**src/rtl/snake_step_sequencer.sv**
```systemverilog
// Game-step controller for the snake datapath: divides clk into game ticks and
// sequences direction commit, head move, body shift, apple check and collision scan.
module snake_step_sequencer #(
  parameter int TICK_DIV = 2500000,
  parameter int MAX_LEN  = 20,
  parameter int LEN_W    = 5
) (
  input  logic             clk,
  input  logic             rst,
  input  logic             start,
  input  logic             up,
  input  logic             down,
  input  logic             left,
  input  logic             right,
  input  logic             apple_hit,
  input  logic             seg_hit,
  output logic [1:0]       dir,
  output logic             move_en,
  output logic             shift_en,
  output logic             grow,
  output logic             apple_relocate,
  output logic [LEN_W-1:0] seg_idx,
  output logic [LEN_W-1:0] length,
  output logic             busy,
  output logic             game_over
);

  localparam int               CNT_W   = (TICK_DIV > 1) ? $clog2(TICK_DIV) : 1;
  localparam logic [CNT_W-1:0] CNT_MAX = CNT_W'(TICK_DIV - 1);
  localparam logic [LEN_W-1:0] LEN_MAX = LEN_W'(MAX_LEN);
  localparam logic [1:0]       DIR_R   = 2'b00;
  localparam logic [1:0]       DIR_L   = 2'b01;
  localparam logic [1:0]       DIR_U   = 2'b10;
  localparam logic [1:0]       DIR_D   = 2'b11;

  typedef enum logic [2:0] {
    S_IDLE, S_RUN, S_MOVE, S_SHIFT, S_APPLE, S_COLLIDE, S_OVER
  } state_t;

  state_t           state_q, state_d;
  logic [CNT_W-1:0] cnt_q, cnt_d;
  logic [1:0]       dir_q, dir_d, pend_q, pend_d;
  logic [LEN_W-1:0] len_q, len_d, seg_q, seg_d;
  logic             grow_pend_q, grow_pend_d;
  logic [1:0]       arb_dir;
  logic             arb_valid;
  logic             tick;

  assign tick = (cnt_q == CNT_MAX);

  // A reversal request is skipped so the next lower-priority button can win.
  always_comb begin
    arb_valid = 1'b1;
    arb_dir   = DIR_R;
    if (right && dir_q != DIR_L)     arb_dir = DIR_R;
    else if (left && dir_q != DIR_R) arb_dir = DIR_L;
    else if (up && dir_q != DIR_D)   arb_dir = DIR_U;
    else if (down && dir_q != DIR_U) arb_dir = DIR_D;
    else                             arb_valid = 1'b0;
  end

  always_comb begin
    state_d        = state_q;
    cnt_d          = cnt_q;
    dir_d          = dir_q;
    pend_d         = pend_q;
    len_d          = len_q;
    seg_d          = seg_q;
    grow_pend_d    = grow_pend_q;
    move_en        = 1'b0;
    shift_en       = 1'b0;
    grow           = 1'b0;
    apple_relocate = 1'b0;
    busy           = 1'b0;
    game_over      = 1'b0;

    if (state_q != S_IDLE && state_q != S_OVER)
      cnt_d = tick ? '0 : cnt_q + CNT_W'(1);

    case (state_q)
      S_IDLE: begin
        if (start) begin
          state_d = S_RUN;
          cnt_d   = '0;
        end
      end
      S_RUN: begin
        if (arb_valid) pend_d = arb_dir;
        if (tick) begin
          state_d = S_MOVE;
          dir_d   = pend_q;
        end
      end
      S_MOVE: begin
        busy    = 1'b1;
        move_en = 1'b1;
        state_d = S_SHIFT;
      end
      S_SHIFT: begin
        busy        = 1'b1;
        shift_en    = 1'b1;
        grow        = grow_pend_q;
        grow_pend_d = 1'b0;
        state_d     = S_APPLE;
      end
      S_APPLE: begin
        busy = 1'b1;
        if (apple_hit) begin
          apple_relocate = 1'b1;
          if (len_q < LEN_MAX) begin
            len_d       = len_q + LEN_W'(1);
            grow_pend_d = 1'b1;
          end
        end
        if (len_d == '0) begin
          state_d = S_RUN;
        end else begin
          state_d = S_COLLIDE;
          seg_d   = LEN_W'(1);
        end
      end
      S_COLLIDE: begin
        busy = 1'b1;
        if (seg_hit) begin
          state_d = S_OVER;
        end else if (seg_q == len_q) begin
          state_d = S_RUN;
          seg_d   = '0;
        end else begin
          seg_d = seg_q + LEN_W'(1);
        end
      end
      S_OVER: begin
        game_over = 1'b1;
        if (start) begin
          state_d     = S_RUN;
          len_d       = '0;
          dir_d       = DIR_R;
          pend_d      = DIR_R;
          grow_pend_d = 1'b0;
          cnt_d       = '0;
          seg_d       = '0;
        end
      end
      default: state_d = S_IDLE;
    endcase
  end

  always_ff @(posedge clk) begin
    if (!rst) begin
      state_q     <= S_IDLE;
      cnt_q       <= '0;
      dir_q       <= DIR_R;
      pend_q      <= DIR_R;
      len_q       <= '0;
      seg_q       <= '0;
      grow_pend_q <= 1'b0;
    end else begin
      state_q     <= state_d;
      cnt_q       <= cnt_d;
      dir_q       <= dir_d;
      pend_q      <= pend_d;
      len_q       <= len_d;
      seg_q       <= seg_d;
      grow_pend_q <= grow_pend_d;
    end
  end

  assign dir     = dir_q;
  assign length  = len_q;
  assign seg_idx = seg_q;

endmodule

```
**config.mk**
```make
export PLATFORM = sky130hd
export DESIGN_NAME = snake_step_sequencer
export DESIGN_NICKNAME = d
export VERILOG_FILES = /design/src/rtl/snake_step_sequencer.sv
export SDC_FILE = /design/constraint.sdc
export NUM_CORES = 1
export LEC_CHECK = 0
export CAP_MARGIN = 10
export CORE_MARGIN = 2
export CORE_UTILIZATION = 45
export CTS_BUF_LIST = sky130_fd_sc_hd__clkbuf_4 sky130_fd_sc_hd__clkbuf_8
export DETAILED_ROUTE_END_ITERATION = 12
export HOLD_SLACK_MARGIN = 0.02
export PLACE_DENSITY = 0.69
export SYNTH_ARGS = -nofsm -noshare
export SYNTH_HDL_FRONTEND = slang
export SYNTH_SLANG_ARGS = --single-unit
```
**constraint.sdc**
```tcl
create_clock -name clk -period 1.65 [get_ports clk]
set_input_delay 0.33 -clock clk [delete_from_list [all_inputs] [get_ports clk]]
set_output_delay 0.33 -clock clk [all_outputs]
set_load 0.005 [all_outputs]
```
==> metrics.yaml <==
status:
  status: "finished with violations"
  violations: "setup timing"
clock_network:
  hold_buffers: 0
  clock_latency_ns: 0.30
  clk_pin_slew_ns: 0.08
  cts_max_path_buffers: 2
  cts_buffers: 5
  cts_tree: "yes"
  cts.htree.levels: 2
  cts-root-buf: "clkbuf_8"
  cts_num_sinks: 40
timing:
  slew_violations: 0
  hold_viol_final: 0
  post-route-min-period_ns: 1.72
  setup_slack_ns: -0.0746
  setup_tns_ns: -0.372
  slew_headroom_pct: 70.0
  final.period_utilization_pct: 105
  max_freq_mhz: 580
  tightest_slew_ns: 0.446
  finClkSkew_ns: 0.00568
  setup_violations: 11
  rsz0062_at_grt: "yes"
setup_path:
  critPathBufInv: 2
  cp_slowest_cell: "dfxtp_2"
  path_depth: 8
  startpoint_type: "flop"
  criticalPathCategory: "flop to flop"
  cp_common_cell: "buf_6"
  r2r_slack_ns: -0.07
  crit_chain: "ha_4, nor4bb_4, and4_4, a211oi_4, buf_6, buf_6, a41oi_2, a31oi_1"
  critPathMaxStageDelay_ns: 0.34
  endpoint: "cnt_q[5]"
  reg2regPathDepth: 8
  r2r_end: "cnt_q[5]"
  timing.rr.start: "cnt_q[1]"
  cp.arrival_ns: 1.95
  crit_fanout: 5
  cpLargestDelayFamily: "compound AO/OA/AOI/OAI gates"
  endpoint_kind: "flop"
  crit_required_ns: 1.87
  crit_start: "cnt_q[1]"
floorplanning:
  die_w_um: 76.2
  die_area_um2: 5800
  num_rows: 26
  core_um2: 5070
  io_pins: 27
  die_h_um: 76.2
  initial_core_util_pct: 46.2
run:
  max_cap_viol_count: 0
route:
  vias: 2666
  first_pass_iters: 4
  route.detailed.drc: 0
  vias_per_cell: 5.66
  drtAntennaViolNets: 0
  drt_first_iter_violations: 103
  wl_per_cell_um: 14.4
  wl_mm: 6.76
power:
  total_power_mw: 2.79
  peakVddDrop_uv: 477
  power_density_nw_per_um2: 783
  p_leak_nw: 1.43
global_route:
  grt_pass1_wl_mm: 11.2
  grt_max_degree: 16
  grt-ovfl-total: 0
  grt_pass1_vias: 2510
  grt_antenna_before_repair: 0
  grt_usage_pct: 23.4
synth:
  synth_fp_nets: 315
  synthTopCellsByArea: "dfxtp_1, a31oi_1, nand2_1"
  ys_async_sr_fraction_pct: 0
  synthesis.area_um2: 2340
  yosysTopAreaCell: "dfxtp_1"
  synthCells: 303
  synth.avg_cell_area_um2: 7.73
  synth_top_cell_area_share_pct: 34.2
  synth_edf_count: 0
  ys.flop_type: "dfxtp_1"
  yosysSeqAreaShare_pct: 34.2
  ys_warn_count: 0
  ys_ff_latch: 40
  yosysUniqueCellTypes: 48
finish:
  drive_above_1_share_pct: 37.4
  nFillCells: 414
  nets: 412
  multi_input_area_um2: 1660
  antennaDiodeCount: 0
  seq_area_um2: 827
  final_area_um2: 3570
  syn_to_final_growth_pct: 52.2
  final_core_util_pct: 70.3
placed_design:
  io_buffers: 26
  hpwl_mm: 4.52
  dpl_cell_area_um2: 3150
  gp_congestion: 0.828
hold_path:
  hold_path_class: "flop to flop"
  min_path_cells: 2
==> state kept, by name (all words and copies together), names as in the netlist <==
name         count
dir              2
grow_pend_q      1
pend_q           2
length           5
cnt_q           22
seg_idx          5
state_q          3
==> area by class of cell <==
cell class,count,area share (%)
Clock buffer,8,2.74
Inverter,8,0.842
Multi-Input combinational cell,242,46.5
Sequential cell,40,23.2
Tap cell,70,2.46
Timing Repair Buffer,103,24.3
==> worst register-to-register path: stages, from the launching register on <==
cell and delay (ns):
dfxtp_2 0.34, ha_4 0.17, nor4bb_4 0.14, and4_4 0.17, a211oi_4 0.33, buf_6 0.17
buf_6 0.11, a41oi_2 0.08, a31oi_1 0.15
==> how the worst min path moves through the flow <==
stage	startpoint	to
6_report	pend_q[0]	pend_q[0]
4_1_cts	pend_q[0]	pend_q[0]
5_1_grt	pend_q[0]	pend_q[0]
3_3_place_gp	pend_q[0]	pend_q[0]
2_1_floorplan	pend_q[0]	pend_q[0]
3_5_place_dp	pend_q[0]	pend_q[0]
==> cells by family after synthesis <==
kind of cell / Yosys count / share of synthesized area (%)
AND/OR/NAND/NOR: 135 / 30.3
AO/OA/AOI/OAI: 87 / 23.2
flip-flops: 40 / 34.2
buffers and inverters: 21 / 3.84
multiplexers: 9 / 3.90
XOR/XNOR: 8 / 2.99
adder cells (fa/ha/maj): 3 / 1.60
==> per-layer routing <==
metal  global-route usage (%)  part of all wire, %
met3                     3.79                  4.3
met4                     7.64                  1.5
met5                        0                    0
met1                     28.6                   44
met2                     42.0                   50
==> cells in the mapped netlist, types with 2 or more instances <==
library cell and count:
dfxtp_1 40, nand2_1 35, a21oi_1 26, nand3_1 24, a31oi_1 21, nor2_1 21
o21ai_0 12, mux2i_1 8, inv_1 7, nand4_1 7, nor3_1 7, xor2_1 7
and3_1 6, buf_2 6, clkbuf_1 6, a41oi_1 5, nand2b_1 5, a21o_1 4
and2_1 4, nor2b_1 4, o21ai_1 4, a22oi_1 3, and4_1 3, ha_1 3
nand4b_1 3, nor3b_1 3, nor4_1 3, o211ai_1 3, nor4b_1 2, nor4bb_1 2
o22ai_1 2
==> what timing repair did <==
action                     4_1_cts  5_1_grt
gates resized for setup         46       39
setup buffers                    8        2
gates cloned                     3        0
setup endpoints to repair       38       44
pin swaps                       22        9
==> where the power goes <==
group / switching, mW / internal, mW
Sequential: 0.0514 / 1.02
Clock: 0.345 / 0.374
Combinational: 0.490 / 0.508
==> through the flow <==
| stage | hold slack (ns) | setup slack (ns) | instances |
|---|---|---|---|
| after floorplan | 0.438 | 0.00396 | 303 |
| after global placement | 0.451 | -0.240 | 452 |
| after detailed placement | 0.457 | -0.305 | 452 |
| after CTS | 0.469 | -0.119 | 471 |
| after global routing | 0.513 | -0.171 | 471 |
| final | 0.469 | -0.0746 | 471 |
==> cell usage in the layout, fill, tap and decap left out, drive strengths merged, types with 5 or more instances in the layout <==
cell / instances
nand4: 7
a21oi: 26
nor2: 22
a41oi: 5
nor3: 8
nand2: 35
nand3: 24
xor2: 7
and3: 6
inv: 8
a31oi: 21
o21ai: 16
dfxtp: 40
clkdlybuf4s50: 19
buf: 78
nand2b: 5
mux2i: 8
clkbuf: 9
No activity file was read; power rests on OpenSTA's default activity.
